<file path="src/rtl/umem_port_arbiter.sv">
// Arbiter and sequencer for one single-ported unified memory shared by the
// instruction-fetch and load/store stages. One transaction in flight at a time.
module umem_port_arbiter #(
  parameter int ADDR_W     = 10,
  parameter int DATA_W     = 64,
  parameter int MEM_LAT    = 2,
  parameter int STARVE_MAX = 4
) (
  input  logic              clk,
  input  logic              reset,
  input  logic              if_req,
  input  logic [ADDR_W-1:0] if_addr,
  output logic              if_ack,
  output logic [DATA_W-1:0] if_rdata,
  input  logic              d_req,
  input  logic              d_we,
  input  logic [ADDR_W-1:0] d_addr,
  input  logic [DATA_W-1:0] d_wdata,
  output logic              d_ack,
  output logic [DATA_W-1:0] d_rdata,
  output logic              mem_en,
  output logic              mem_we,
  output logic [ADDR_W-1:0] mem_addr,
  output logic [DATA_W-1:0] mem_wdata,
  input  logic [DATA_W-1:0] mem_rdata,
  output logic              stall,
  output logic              busy
);

  localparam int LAT_W = $clog2(MEM_LAT + 1);
  localparam int STV_W = $clog2(STARVE_MAX + 1);

  typedef enum logic [1:0] {
    S_IDLE  = 2'd0,
    S_ISSUE = 2'd1,
    S_WAIT  = 2'd2,
    S_ACK   = 2'd3
  } state_t;

  state_t            r_state;
  state_t            w_state_next;
  logic              r_owner_if;
  logic              r_we;
  logic [ADDR_W-1:0] r_addr;
  logic [DATA_W-1:0] r_wdata;
  logic [DATA_W-1:0] r_if_rdata;
  logic [DATA_W-1:0] r_d_rdata;
  logic [LAT_W-1:0]  r_lat_cnt;
  logic [STV_W-1:0]  r_starve_cnt;

  logic w_grant;
  logic w_grant_if;
  logic w_starve_full;
  logic w_last_wait;

  // Data has priority; fetch only wins a contested grant once it has been
  // passed over STARVE_MAX times in a row.
  assign w_starve_full = (r_starve_cnt == STV_W'(STARVE_MAX));
  assign w_grant       = (r_state == S_IDLE) && (if_req || d_req);
  assign w_grant_if    = if_req && (!d_req || w_starve_full);
  assign w_last_wait   = (r_state == S_WAIT) && (r_lat_cnt == LAT_W'(1));

  always_comb begin
    w_state_next = r_state;
    mem_en       = 1'b0;
    mem_we       = 1'b0;
    if_ack       = 1'b0;
    d_ack        = 1'b0;
    busy         = (r_state != S_IDLE);
    case (r_state)
      S_IDLE: begin
        if (if_req || d_req) w_state_next = S_ISSUE;
      end
      S_ISSUE: begin
        mem_en       = 1'b1;
        mem_we       = r_we;
        w_state_next = S_WAIT;
      end
      S_WAIT: begin
        if (w_last_wait) w_state_next = S_ACK;
      end
      S_ACK: begin
        if_ack       = r_owner_if;
        d_ack        = !r_owner_if;
        w_state_next = S_IDLE;
      end
      default: w_state_next = S_IDLE;
    endcase
  end

  assign mem_addr  = r_addr;
  assign mem_wdata = r_wdata;
  assign if_rdata  = r_if_rdata;
  assign d_rdata   = r_d_rdata;
  assign stall     = (if_req && !if_ack) || (d_req && !d_ack);

  always_ff @(posedge clk or posedge reset) begin
    if (reset) begin
      r_state      <= S_IDLE;
      r_owner_if   <= 1'b0;
      r_we         <= 1'b0;
      r_addr       <= '0;
      r_wdata      <= '0;
      r_if_rdata   <= '0;
      r_d_rdata    <= '0;
      r_lat_cnt    <= '0;
      r_starve_cnt <= '0;
    end else begin
      r_state <= w_state_next;
      if (w_grant) begin
        r_owner_if <= w_grant_if;
        r_addr     <= w_grant_if ? if_addr : d_addr;
        r_we       <= !w_grant_if && d_we;
        r_wdata    <= w_grant_if ? '0 : d_wdata;
        if (w_grant_if || !if_req) begin
          r_starve_cnt <= '0;
        end else if (!w_starve_full) begin
          r_starve_cnt <= r_starve_cnt + STV_W'(1);
        end
      end
      if (r_state == S_ISSUE) begin
        r_lat_cnt <= LAT_W'(MEM_LAT);
      end else if (r_state == S_WAIT) begin
        r_lat_cnt <= r_lat_cnt - LAT_W'(1);
      end
      // Read data is only valid on the last WAIT cycle; stores leave rdata alone.
      if (w_last_wait && !r_we) begin
        if (r_owner_if) r_if_rdata <= mem_rdata;
        else            r_d_rdata  <= mem_rdata;
      end
    end
  end

endmodule

</file>
<file path="config.mk">
export PLATFORM = sky130hd
export DESIGN_NAME = umem_port_arbiter
export DESIGN_NICKNAME = d
export VERILOG_FILES = /design/src/rtl/umem_port_arbiter.sv
export SDC_FILE = /design/constraint.sdc
export NUM_CORES = 1
export LEC_CHECK = 0
export ABC_AREA = 1
export ABC_CLOCK_PERIOD_IN_PS = 7300
export CELL_PAD_IN_SITES_DETAIL_PLACEMENT = 0
export CELL_PAD_IN_SITES_GLOBAL_PLACEMENT = 1
export CORE_MARGIN = 5
export CORE_UTILIZATION = 28
export CTS_BUF_LIST = sky130_fd_sc_hd__clkbuf_16
export DETAILED_ROUTE_END_ITERATION = 7
export GPL_TIMING_DRIVEN = 0
export PLACE_DENSITY_LB_ADDON = 0.05
export REMOVE_ABC_BUFFERS = 1
export SLEW_MARGIN = 20
export SYNTH_ARGS = -nofsm -noshare
export SYNTH_HDL_FRONTEND = slang
export SYNTH_SLANG_ARGS = --single-unit
</file>
<file path="constraint.sdc">
create_clock -name clk -period 7.3 [get_ports clk]
set_input_delay 1.095 -clock clk [delete_from_list [all_inputs] [get_ports clk]]
set_output_delay 1.095 -clock clk [all_outputs]
set_load 0.1 [all_outputs]
</file>
## Word level (Yosys, flattened, before mapping)

Cells that the tools add are included.

| word-level totals | value |
|---|---|
| logic and storage cells | 58 |
| output and inout port bits | 208 |
| register bits | 211 |
| bits of input ports | 153 |

| cells by class | value |
|---|---|
| $add $sub $neg | 2 |
| equality and inequality tests | 8 |
| multiplexer cells | 13 |
| bitwise logic cells | 1 |
| reductions and logical operators | 25 |

Operators by type and width:

| cell | count |
|---|---|
| 2-to-1 mux 64 bit | 1 |
| 2-to-1 mux 10 bit | 1 |
| 2-to-1 mux 2 bit | 4 |
| one-hot mux 2 bit (4 select lines) | 1 |
| AND reduction 2 bit | 4 |
| logical AND 1 bit | 7 |
| logical NOT 1 bit | 7 |
| 2-to-1 mux 3 bit | 2 |
| == test 2 x 1 -> 1 bit (second input constant) | 2 |
| == test 2 bit (second input constant) | 2 |
| logical OR 1 bit | 4 |
| 2-to-1 mux 1 bit | 4 |
| inequality test 2 x 1 -> 1 bit (second input constant) | 2 |
| nonzero test 2 bit | 2 |
| adder 3 x 1 -> 3 bit (second input constant) | 1 |
| == test 3 bit (second input constant) | 1 |
| logical NOT 2 bit | 1 |
| inequality test 2 bit (second input constant) | 1 |
| subtractor 2 x 1 -> 2 bit (second input constant) | 1 |
| inverter 1 bit | 1 |

## Depth between registers and ports, before layout

Gate-level depths: netlist of run 1.

| logic depth | value |
|---|---|
| depth in word-level cells | 6 |
| mapped depth | 9 |
| depth with buffers taken out | 8 |

## Worst setup path before layout of run 1

No wires, ideal clock.

| path | value |
|---|---|
| kind | register to output |
| from | register r_state[0] |
| to | output stall |
| cell stages (with the launch flop) | 5 |
| data arrival time | 3.070 ns |
| setup slack | 3.135 ns |
| buffers on the path | 0 |
| path through | dfrtp_1 ha_1 inv_1 nor2_1 o22ai_1 |

| on the way | value |
|---|---|
| word-level cells in the longest chain between the ends | 5 |
| elaborated cells between the ends (all ways) | 8 |
| classes of those cells | eq/ne (1); mux (2); reduce/logical (5) |

RTL lines:

| item | line | RTL |
|---|---|---|
| from (decl) | 40 | `state_t r_state;` |
| from (signal assigned) | 109 | `r_state <= w_state_next;` |
| == test 2 bit | 70 | `case (r_state)` |
| 2-to-1 mux 1 bit | 70 |  |
| via d_ack | 19 | `output logic d_ack,` |
| logical NOT 1 bit | 95 | `assign stall = (if_req && !if_ack) \|\| (d_req && !d_ack);` |
| logical AND 1 bit | 95 |  |
| logical OR 1 bit | 95 |  |
| to (decl) | 26 | `output logic stall,` |

The timed path passes the listed nets, and every way through them passes these cells.

## Worst setup path after layout of run 1

| path | value |
|---|---|
| from | input if_req |
| to | output stall |

| on the way | value |
|---|---|
| word-level cells in the longest chain between the ends | 2 |

RTL lines:

| item | line | RTL |
|---|---|---|
| from (decl) | 11 | `input logic if_req,` |
| logical AND 1 bit | 95 |  |
| logical OR 1 bit | 95 |  |

Every way passes these cells.

==> impl_metrics.env, run 1 <==
export IMPL_status="finished, final reports clean"
export IMPL_synth_seq_cells=211
export IMPL_h_tree_depth=1
export IMPL_clock_skew_ns=0.0117
export IMPL_die_w_um=185
export IMPL_synth_distinct_cells=17
export IMPL_maxSlewHeadroom=0.274
export IMPL_min_to="d_rdata[27]"
export IMPL_start_util=0.282
export IMPL_hp_start="d_rdata[27]"
export IMPL_stdcell_count=1742
export IMPL_drtPass1Iterations=5
export IMPL_rr_endpoint="d_rdata[35]"
export IMPL_die_h_um=185
export IMPL_cts_hold_buf=0
export IMPL_mostFrequentLayoutCells="nand2_1, clkdlybuf4s50_1, dfrtp_1"
export IMPL_crit_top_cell="clkdlybuf4s50_1"
export IMPL_whs_path_depth=2
export IMPL_slowest_stage="clkdlybuf4s50_1"
export IMPL_period_needed_ns=4.56
export IMPL_n_fill_cell=3000
export IMPL_grt_pass1_wl_um=45900
export IMPL_final_core_util=0.446
export IMPL_layout_commonest_cell="nand2_1"
export IMPL_post_cts_buffers=0
export IMPL_routed_wirelength_um=29700
export IMPL_cts_resized=0
export IMPL_yosysWarnings=0
export IMPL_grt_antenna_before_repair=2
export IMPL_seq_area_um2=5280
export IMPL_root_buffer="clkbuf_16"
export IMPL_wire_per_inst_um=17.0
export IMPL_gp_congestion=0.716
export IMPL_final_max_slew_viol_count=0
export IMPL_overflow=0
export IMPL_synth_top_area_cell="dfrtp_1"
export IMPL_core_area_um2=30400
export IMPL_hold_class="reg -> reg"
export IMPL_fp_row_count=64
export IMPL_io_buffers=360
export IMPL_nets=1490
export IMPL_multi_input_comb_area_um2=2690
export IMPL_crit_chain="clkdlybuf4s50_1 -> inv_2 -> o22ai_1 -> clkdlybuf4s50_1"
export IMPL_clockBufferDepth=3
export IMPL_period_share=0.625
export IMPL_rsz0062_at_grt="false"
export IMPL_cts_buffers=25
export IMPL_die_area_um2=34300
export IMPL_cts_tree="yes"
export IMPL_ant_nets=0
export IMPL_netlist_area_um2=8580
export IMPL_synthToLayoutAreaGrowth_pct=58.2
export IMPL_hold_viol=0
export IMPL_cts_reportedPaths_clkPinSlew_ns=0.06
export IMPL_place_hpwl_um=20900
export IMPL_cp_start_kind="input pin"
export IMPL_cp_required_ns=6.20
export IMPL_r2r_start="r_state[0]"
export IMPL_fmaxAchievable_mhz=219
export IMPL_grt_util_all_layers=0.170
export IMPL_drtIter0Drc=434
export IMPL_grt_max_degree=82
export IMPL_drive_gt1_frac=0.0468
export IMPL_dp_cells=1698
export IMPL_cpPeakStageDelay_ns=1.17
export IMPL_path_class="in -> out"
export IMPL_io_pins=361
export IMPL_viasPerCell=4.36
export IMPL_finalSetupViolations=0
export IMPL_end_kind="output port"
export IMPL_grt_pass1_vias=7598
export IMPL_worstPathArrival_ns=3.47
export IMPL_num_vias=7591
export IMPL_clkLatencyLatePin_ns=0.51
export IMPL_ys_seq_area_frac=0.615
export IMPL_netlist_instances=980
export IMPL_cp_max_fo=12
export IMPL_max_cap_violations=0
export IMPL_synth_top_cell_area_share=0.615
export IMPL_drc=0
export IMPL_clock_sinks=211
export IMPL_synth_avg_cell_area_um2=8.76
export IMPL_ys_top_cells_by_area="dfrtp_1, nand2_1, nand3_1, inv_1, o21ai_0"
export IMPL_tightest_slew_ns=1.09
export IMPL_reg2reg_depth=10
export IMPL_r2r_setup_slack_ns=4.84
-- final cells by class --
type	instances	area share
well taps	396	0.0365
clock inverters	18	0.00949
multi-input cells	609	0.198
clock buffers	25	0.0461
repair buffers	382	0.293
inverters	100	0.0286
diodes	1	0.000184
flip-flops and latches	211	0.389
-- synth_stat cells --
library cell	count
inv_2	3
a21oi_2	1
a21oi_1	1
o21ai_0	71
nor2_1	6
ha_1	8
nand3_1	153
nor3_1	1
dfrtp_1	211
xor2_1	1
buf_2	33
buf_1	5
buf_4	3
inv_1	97
nand2_1	366
o22ai_1	1
clkbuf_1	19
-- layer usage --
layer,vias up,part of all wire,GRT usage
met2,233,0.47,0.278
met4,2,0.024,0.0420
met1,3554,0.42,0.223
met5,-,0.00044,0
met3,35,0.080,0.0501
li1,3767,-,-
-- per-stage QoR --
step	setup TNS [ns]	area, um^2	setup slack [ns]	hold slack, ns
2_1_floorplan	0	8310	0.439	0.446
3_3_place_gp	-1104.88	12400	-4.25	0.453
3_5_place_dp	0	12800	2.74	0.457
4_1_cts	0	13600	2.73	0.472
5_1_grt	0	13600	2.64	0.489
6_report	0	13600	2.74	0.468
-- flip-flops by register name (all words and copies together) (netlist names), 2 cells and up --
name          cells
d_rdata          64
mem_wdata        64
r_lat_cnt         2
r_state           2
if_rdata         64
mem_addr         10
r_starve_cnt      3
-- worst max path at each step --
stage / end / start
finish: stall / if_req
global route: stall / if_req
CTS: stall / if_req
detailed placement: stall / if_req
global placement: if_rdata[55] / r_owner_if
floorplan: d_rdata[0] / reset
-- worst max-delay path, delay by kind of cell --
| family | cells | cell delay, ns |
|---|---|---|
| buffers and inverters | 3 | 2.15 |
| AO/OA/AOI/OAI | 1 | 0.21 |
-- logic make-up (layout without fill, tap and decap cells) --
logic type,count (synthesis),count (layout),synth area share
and+or+nand+nor,526,526,0.252
AOI/OAI and AO/OA,74,74,0.0437
buffers and inverters,160,525,0.0761
adders and majority gates,8,8,0.0117
other,0,1,0
DFF,211,211,0.615
xor gates and xnor gates,1,1,0.00102
Power of run 1 is not shown: default switching activity piles up to over one toggle a cycle in this logic, so the estimate is an artifact.
==> inputs of run 2 (changes only) <==
ABC_CLOCK_PERIOD_IN_PS = 3900   (was 7300)
clock period = 3.9 ns   (was 7.3 ns; I/O delays follow)
==> results of run 2 <==
The final DEF is identical to that of run 1. Status: finished, final reports clean.
Among the figures that moved: setup slack after placement 2.74 ns -> 0.364 ns; setup slack after layout 2.74 ns -> 0.359 ns; register-to-register setup slack 4.84 ns -> 1.44 ns
Power of run 2 is left out for the same reason.
